===== src/rtl/disp_arb_pkg.sv =====
// Shared encodings and helpers for the seven-segment display arbiter.
// Source codes double as the FSM state encoding so active_src is a direct copy.
package disp_arb_pkg;

    typedef enum logic [1:0] {
        SHOW_BG = 2'd0,
        SHOW_M1 = 2'd1,
        SHOW_M2 = 2'd2
    } state_t;

    localparam logic [1:0] SRC_BG = 2'd0;
    localparam logic [1:0] SRC_M1 = 2'd1;
    localparam logic [1:0] SRC_M2 = 2'd2;

    function automatic logic [15:0] blank_word(input logic [3:0] nib);
        return {4{nib}};
    endfunction

endpackage


===== src/rtl/msg_timer.sv =====
// Message display timer and blink phase generator; expire is the current-cycle view,
// phase_on is the phase that will be in effect next cycle so the caller can register it.
module msg_timer #(
    parameter int MSG_CYCLES   = 100_000_000,
    parameter int BLINK_CYCLES = 12_500_000
) (
    input  logic clk,
    input  logic reset,
    input  logic load,
    input  logic blink_en,
    output logic expire,
    output logic phase_on
);

    localparam int TW = ($clog2(MSG_CYCLES) < 1) ? 1 : $clog2(MSG_CYCLES);
    localparam int BW = ($clog2(BLINK_CYCLES) < 1) ? 1 : $clog2(BLINK_CYCLES);
    localparam logic [TW-1:0] TMR_LOAD   = TW'(MSG_CYCLES - 1);
    localparam logic [BW-1:0] BLINK_LAST = BW'(BLINK_CYCLES - 1);

    logic [TW-1:0] tmr_q, tmr_d;
    logic [BW-1:0] bcnt_q, bcnt_d;
    logic          phase_q, phase_d;

    always_comb begin
        tmr_d = tmr_q;
        if (load) begin
            tmr_d = TMR_LOAD;
        end else if (tmr_q != '0) begin
            tmr_d = tmr_q - TW'(1);
        end
    end

    // A fresh message always starts in the visible phase.
    always_comb begin
        bcnt_d  = bcnt_q;
        phase_d = phase_q;
        if (load || !blink_en) begin
            bcnt_d  = '0;
            phase_d = 1'b1;
        end else if (bcnt_q == BLINK_LAST) begin
            bcnt_d  = '0;
            phase_d = ~phase_q;
        end else begin
            bcnt_d  = bcnt_q + BW'(1);
        end
    end

    always_ff @(posedge clk or posedge reset) begin
        if (reset) begin
            tmr_q   <= '0;
            bcnt_q  <= '0;
            phase_q <= 1'b1;
        end else begin
            tmr_q   <= tmr_d;
            bcnt_q  <= bcnt_d;
            phase_q <= phase_d;
        end
    end

    assign expire   = (tmr_q == '0);
    assign phase_on = phase_d;

endmodule


===== src/rtl/display_arbiter.sv =====
// Arbitrates the seven-segment digit bus between background, low- and high-priority messages.
// One cycle input-to-output latency; no backpressure, a second M1 while M2 shows overwrites the pending slot.
module display_arbiter
    import disp_arb_pkg::*;
#(
    parameter int         MSG_CYCLES   = 100_000_000,
    parameter int         BLINK_CYCLES = 12_500_000,
    parameter logic [3:0] BLANK_NIBBLE = 4'hF
) (
    input  logic        clk,
    input  logic        reset,
    input  logic [15:0] bg_digits,
    input  logic        m1_valid,
    input  logic [15:0] m1_digits,
    input  logic        m1_blink,
    input  logic        m2_valid,
    input  logic [15:0] m2_digits,
    input  logic        m2_blink,
    input  logic        clear_msgs,
    output logic [15:0] digits,
    output logic [1:0]  active_src,
    output logic        busy
);

    state_t      state_q, state_d;
    logic [15:0] msg_q, msg_d;
    logic        blink_q, blink_d;
    logic        pend_vld_q, pend_vld_d;
    logic [15:0] pend_dat_q, pend_dat_d;
    logic        pend_blk_q, pend_blk_d;
    logic [15:0] digits_q, digits_d;
    logic [1:0]  src_q, src_d;
    logic        busy_q, busy_d;

    logic load;
    logic expire;
    logic phase_on;

    msg_timer #(
        .MSG_CYCLES   (MSG_CYCLES),
        .BLINK_CYCLES (BLINK_CYCLES)
    ) u_timer (
        .clk      (clk),
        .reset    (reset),
        .load     (load),
        .blink_en (blink_q),
        .expire   (expire),
        .phase_on (phase_on)
    );

    always_comb begin
        state_d    = state_q;
        msg_d      = msg_q;
        blink_d    = blink_q;
        pend_vld_d = pend_vld_q;
        pend_dat_d = pend_dat_q;
        pend_blk_d = pend_blk_q;
        load       = 1'b0;
        if (clear_msgs) begin
            state_d    = SHOW_BG;
            pend_vld_d = 1'b0;
        end else begin
            case (state_q)
                SHOW_BG, SHOW_M1: begin
                    if (m2_valid) begin
                        state_d = SHOW_M2;
                        msg_d   = m2_digits;
                        blink_d = m2_blink;
                        load    = 1'b1;
                        if (m1_valid) begin
                            pend_vld_d = 1'b1;
                            pend_dat_d = m1_digits;
                            pend_blk_d = m1_blink;
                        end
                    end else if (m1_valid) begin
                        state_d = SHOW_M1;
                        msg_d   = m1_digits;
                        blink_d = m1_blink;
                        load    = 1'b1;
                    end else if (state_q == SHOW_M1 && expire) begin
                        state_d = SHOW_BG;
                    end
                end
                SHOW_M2: begin
                    if (m1_valid) begin
                        pend_vld_d = 1'b1;
                        pend_dat_d = m1_digits;
                        pend_blk_d = m1_blink;
                    end
                    if (m2_valid) begin
                        msg_d   = m2_digits;
                        blink_d = m2_blink;
                        load    = 1'b1;
                    end else if (expire) begin
                        // An M1 arriving on the expiry cycle is the newest pending entry.
                        if (m1_valid || pend_vld_q) begin
                            state_d    = SHOW_M1;
                            msg_d      = m1_valid ? m1_digits : pend_dat_q;
                            blink_d    = m1_valid ? m1_blink : pend_blk_q;
                            load       = 1'b1;
                            pend_vld_d = 1'b0;
                        end else begin
                            state_d = SHOW_BG;
                        end
                    end
                end
                default: state_d = SHOW_BG;
            endcase
        end
    end

    always_comb begin
        case (state_d)
            SHOW_M1: src_d = SRC_M1;
            SHOW_M2: src_d = SRC_M2;
            default: src_d = SRC_BG;
        endcase
        if (state_d == SHOW_BG) begin
            digits_d = bg_digits;
        end else if (blink_d && !phase_on) begin
            digits_d = blank_word(BLANK_NIBBLE);
        end else begin
            digits_d = msg_d;
        end
        busy_d = (state_d != SHOW_BG) | pend_vld_d;
    end

    always_ff @(posedge clk or posedge reset) begin
        if (reset) begin
            state_q    <= SHOW_BG;
            msg_q      <= '0;
            blink_q    <= 1'b0;
            pend_vld_q <= 1'b0;
            pend_dat_q <= '0;
            pend_blk_q <= 1'b0;
            digits_q   <= blank_word(BLANK_NIBBLE);
            src_q      <= SRC_BG;
            busy_q     <= 1'b0;
        end else begin
            state_q    <= state_d;
            msg_q      <= msg_d;
            blink_q    <= blink_d;
            pend_vld_q <= pend_vld_d;
            pend_dat_q <= pend_dat_d;
            pend_blk_q <= pend_blk_d;
            digits_q   <= digits_d;
            src_q      <= src_d;
            busy_q     <= busy_d;
        end
    end

    assign digits     = digits_q;
    assign active_src = src_q;
    assign busy       = busy_q;

endmodule


===== config.mk =====
export PLATFORM = sky130hd
export DESIGN_NAME = display_arbiter
export DESIGN_NICKNAME = d
export VERILOG_FILES = /design/src/rtl/disp_arb_pkg.sv /design/src/rtl/msg_timer.sv /design/src/rtl/display_arbiter.sv
export SDC_FILE = /design/constraint.sdc
export NUM_CORES = 1
export LEC_CHECK = 0
export CAP_MARGIN = 40
export CORE_MARGIN = 5
export CORE_UTILIZATION = 40
export CTS_CLUSTER_SIZE = 24
export DETAILED_ROUTE_END_ITERATION = 8
export PLACE_DENSITY_LB_ADDON = 0.12
export SYNTH_ARGS = -nofsm -noshare
export SYNTH_HDL_FRONTEND = slang
export SYNTH_SLANG_ARGS = --single-unit

===== constraint.sdc =====
create_clock -name clk -period 8.95 [get_ports clk]
set_input_delay 1.3425 -clock clk [delete_from_list [all_inputs] [get_ports clk]]
set_output_delay 1.3425 -clock clk [all_outputs]
set_load 0.01 [all_outputs]

==> impl_metrics.toml <==
[synthesis]
ys_warn_count = 0
syn-cell-area_um2 = 5650
synth_edf_count = 0
synthCells = 611
synth_cell_types = 57
synth_fp_nets = 668
yosysSeqAreaShare = 0.482
synth_ff_type = "dfrtp_1"
avgSynthCellArea_um2 = 9.25
yosys_register_bits = 108
async_flop_share = 1.00

[layout]
multiInputGateArea_um2 = 2590
regArea_um2 = 2720
fill_cells = 1322
final_common_cell = "dfrtp_1"
final_cell_mix = "91 x dfrtp_1, 73 x clkdlybuf4s50_1, 65 x nand2_1"
final_area_um2 = 6850
area.growth.synth_to_final_pct = 21.2
drive_gt1_frac = 0.105
final_util = 0.493
num-nets-final = 729
diodes = 0

[sta]
whs_ns = 0.493
fin_skew_ns = 0.00964
fmax_ghz = 0.233
rsz0062_at_grt = "no"
fin_crit_sh = 0.479
report.final.slew_viol_count = 0
setup-violations-final = 0
fin_crit_ns = 4.29
hold_viol = 0
setup_tns_ns = 0
fin_ws_ns = 4.66
worst_slew_pin_slew_ns = 0.901
slew_headroom = 0.398

[critical_path]
r2r-end = "digits[4]$_DFF_PP1_"
worst-path-buf-inv = 1
crit_arrival_ns = 4.53
cp_max_fo = 24
cp_top_family = "simple AND/OR/NAND/NOR gates"
reg2reg_slack_ns = 5.35
worstRegToRegCells = 8
critPathSlowestCell = "clkdlybuf4s50_1"
start_kind = "input port"
max_stage_delay_ns = 0.87
crit_chain = "clkdlybuf4s50_1 > or3_1 > o31a_1 > a21oi_4 > or2_1 > a31oi_1"
required_ns = 9.19
criticalPathCategory = "in2reg"
r2r-start = "u_timer.tmr_q[0]$_DFFE_PP0P_"
end_kind = "flip-flop"

[floorplan]
dieArea_um2 = 16600
num_rows = 43
io_pins = 74
die_y_um = 129
initial_core_util = 0.407
die_x_um = 129
core_um2 = 13900

[global_route]
grt_pass1_wl_um = 23300
grt_pass1_vias = 4468
overflow = 0
grt_usage = 0.176
antenna_found_initial = 0
grt_max_degree = 58

[clock_network]
cts_tree = "done"
cts_num_sinks = 108
cts.clk_slew.worst_paths_ns = 0.07
cts_resized = 0
clockBufferDepth = 2
cts-root-buf = "clkbuf_16"
ctsHoldBuffers = 0
post_cts_buffers = 0
cts_made_buffers = 9
htree_levels = 3
insertion_delay_ns = 0.35

[worst_hold_path]
min_delay_path_depth = 1
worstHoldStart = "u_timer.bcnt_q[0]$_DFF_PP0_"
hold_end = "u_timer.bcnt_q[0]$_DFF_PP0_"
min_path_type = "reg2reg"

[pwr]
combPwrFrac = 0.179
p_leak_nw = 2.90
ir_worst_vdd_uv = 91.3
p_sw_frac = 0.265
p_per_area_nw_per_um2 = 169
power.share.sequential = 0.484
p_switching_uw = 307
p_int_uw = 852
clkPwrFrac = 0.337

[route]
wl_um = 13800
ant_nets = 0
drtPass1Iterations = 4
first_iter_violations = 407
vias = 4425
avgRoutedWirePerCell_um = 16.1
drc = 0
vias_per_cell = 5.16

[outcome]
status = "complete, no violations"

[placed_design]
port_buffers = 73
place.gp.congestion = 0.833
dpl-instance-area_um2 = 6570
dp_slack_ns = 4.31
place_hpwl_um = 9940

[job]
drv_cap = 0
## metal layers
layer	vias up	track usage	share of wire
met5	-	0	0
met4	0	0.0395	0.0052
met3	4	0.0411	0.044
met2	99	0.270	0.47
met1	2096	0.254	0.48
li1	2226	-	-
## cell type report
cell class | instances | share of cell area
clock buffers | 10 | 0.0334
clock inverters | 6 | 0.00804
inverters | 54 | 0.0300
multi-input cells | 417 | 0.379
flip-flops and latches | 108 | 0.398
well taps | 180 | 0.0329
repair buffers | 82 | 0.119
## stage by stage
step                cells  total power, mW
floorplan             611            0.690
CTS                   857             1.18
detailed placement    841            0.779
finish                857             1.16
global route          857             1.23
global placement      838            0.772
## Yosys cell counts (7+ instances only)
cell type,n,share of area
xnor2_1,25,0.039
o21ai_0,46,0.041
mux2i_1,17,0.030
nand3_1,10,0.0089
o21ba_2,14,0.025
a22oi_1,14,0.019
nor4_1,13,0.014
dfstp_2,17,0.079
a21oi_1,10,0.0089
nand2b_1,7,0.0077
xor2_1,20,0.031
nand2_1,65,0.043
a31oi_1,17,0.019
inv_1,54,0.036
clkbuf_1,22,0.015
nor3_1,23,0.020
nor2_1,52,0.035
dfrtp_1,91,0.40
o22ai_1,14,0.015
## power by group through the flow
| stage | sequential [mW] | clock, mW | combinational [mW] |
|---|---|---|---|
| 2_1_floorplan | 0.568 | 0 | 0.122 |
| 5_1_grt | 0.567 | 0.427 | 0.232 |
| 3_5_place_dp | 0.571 | 0 | 0.209 |
| 6_report | 0.562 | 0.391 | 0.207 |
| 3_3_place_gp | 0.570 | 0 | 0.202 |
| 4_1_cts | 0.562 | 0.405 | 0.209 |
## registers in the layout, indices dropped and copies added, names as in the netlist
signal           count
u_timer.tmr_q       27
u_timer.bcnt_q      24
digits              16
msg_q               16
pend_dat_q          16
active_src           2
state_q              2
blink_q              1
busy                 1
pend_blk_q           1
pend_vld_q           1
u_timer.phase_q      1
## worst max-delay path by stage
stage | cells past startpoint | startpoint | slack, ns | end
floorplan | 1 | reset | 4.79 | active_src[0]$_DFF_PP0_
CTS | 6 | clear_msgs | 4.66 | digits[4]$_DFF_PP1_
finish | 6 | clear_msgs | 4.66 | digits[4]$_DFF_PP1_
global placement | 6 | clear_msgs | 4.39 | digits[9]$_DFF_PP1_
global route | 6 | clear_msgs | 4.43 | digits[10]$_DFF_PP1_
detailed placement | 6 | clear_msgs | 4.31 | digits[4]$_DFF_PP1_
## cells by family after synthesis
family | after synthesis | share of synthesized area
flip-flops | 108 | 0.482
XOR/XNOR | 45 | 0.0697
buffers and inverters | 86 | 0.0604
AND/OR/NAND/NOR | 209 | 0.180
adder cells (fa/ha/maj) | 2 | 0.00443
AO/OA/AOI/OAI | 138 | 0.161
multiplexers | 23 | 0.0421
Note: power is estimated with default switching activity, not from simulation.
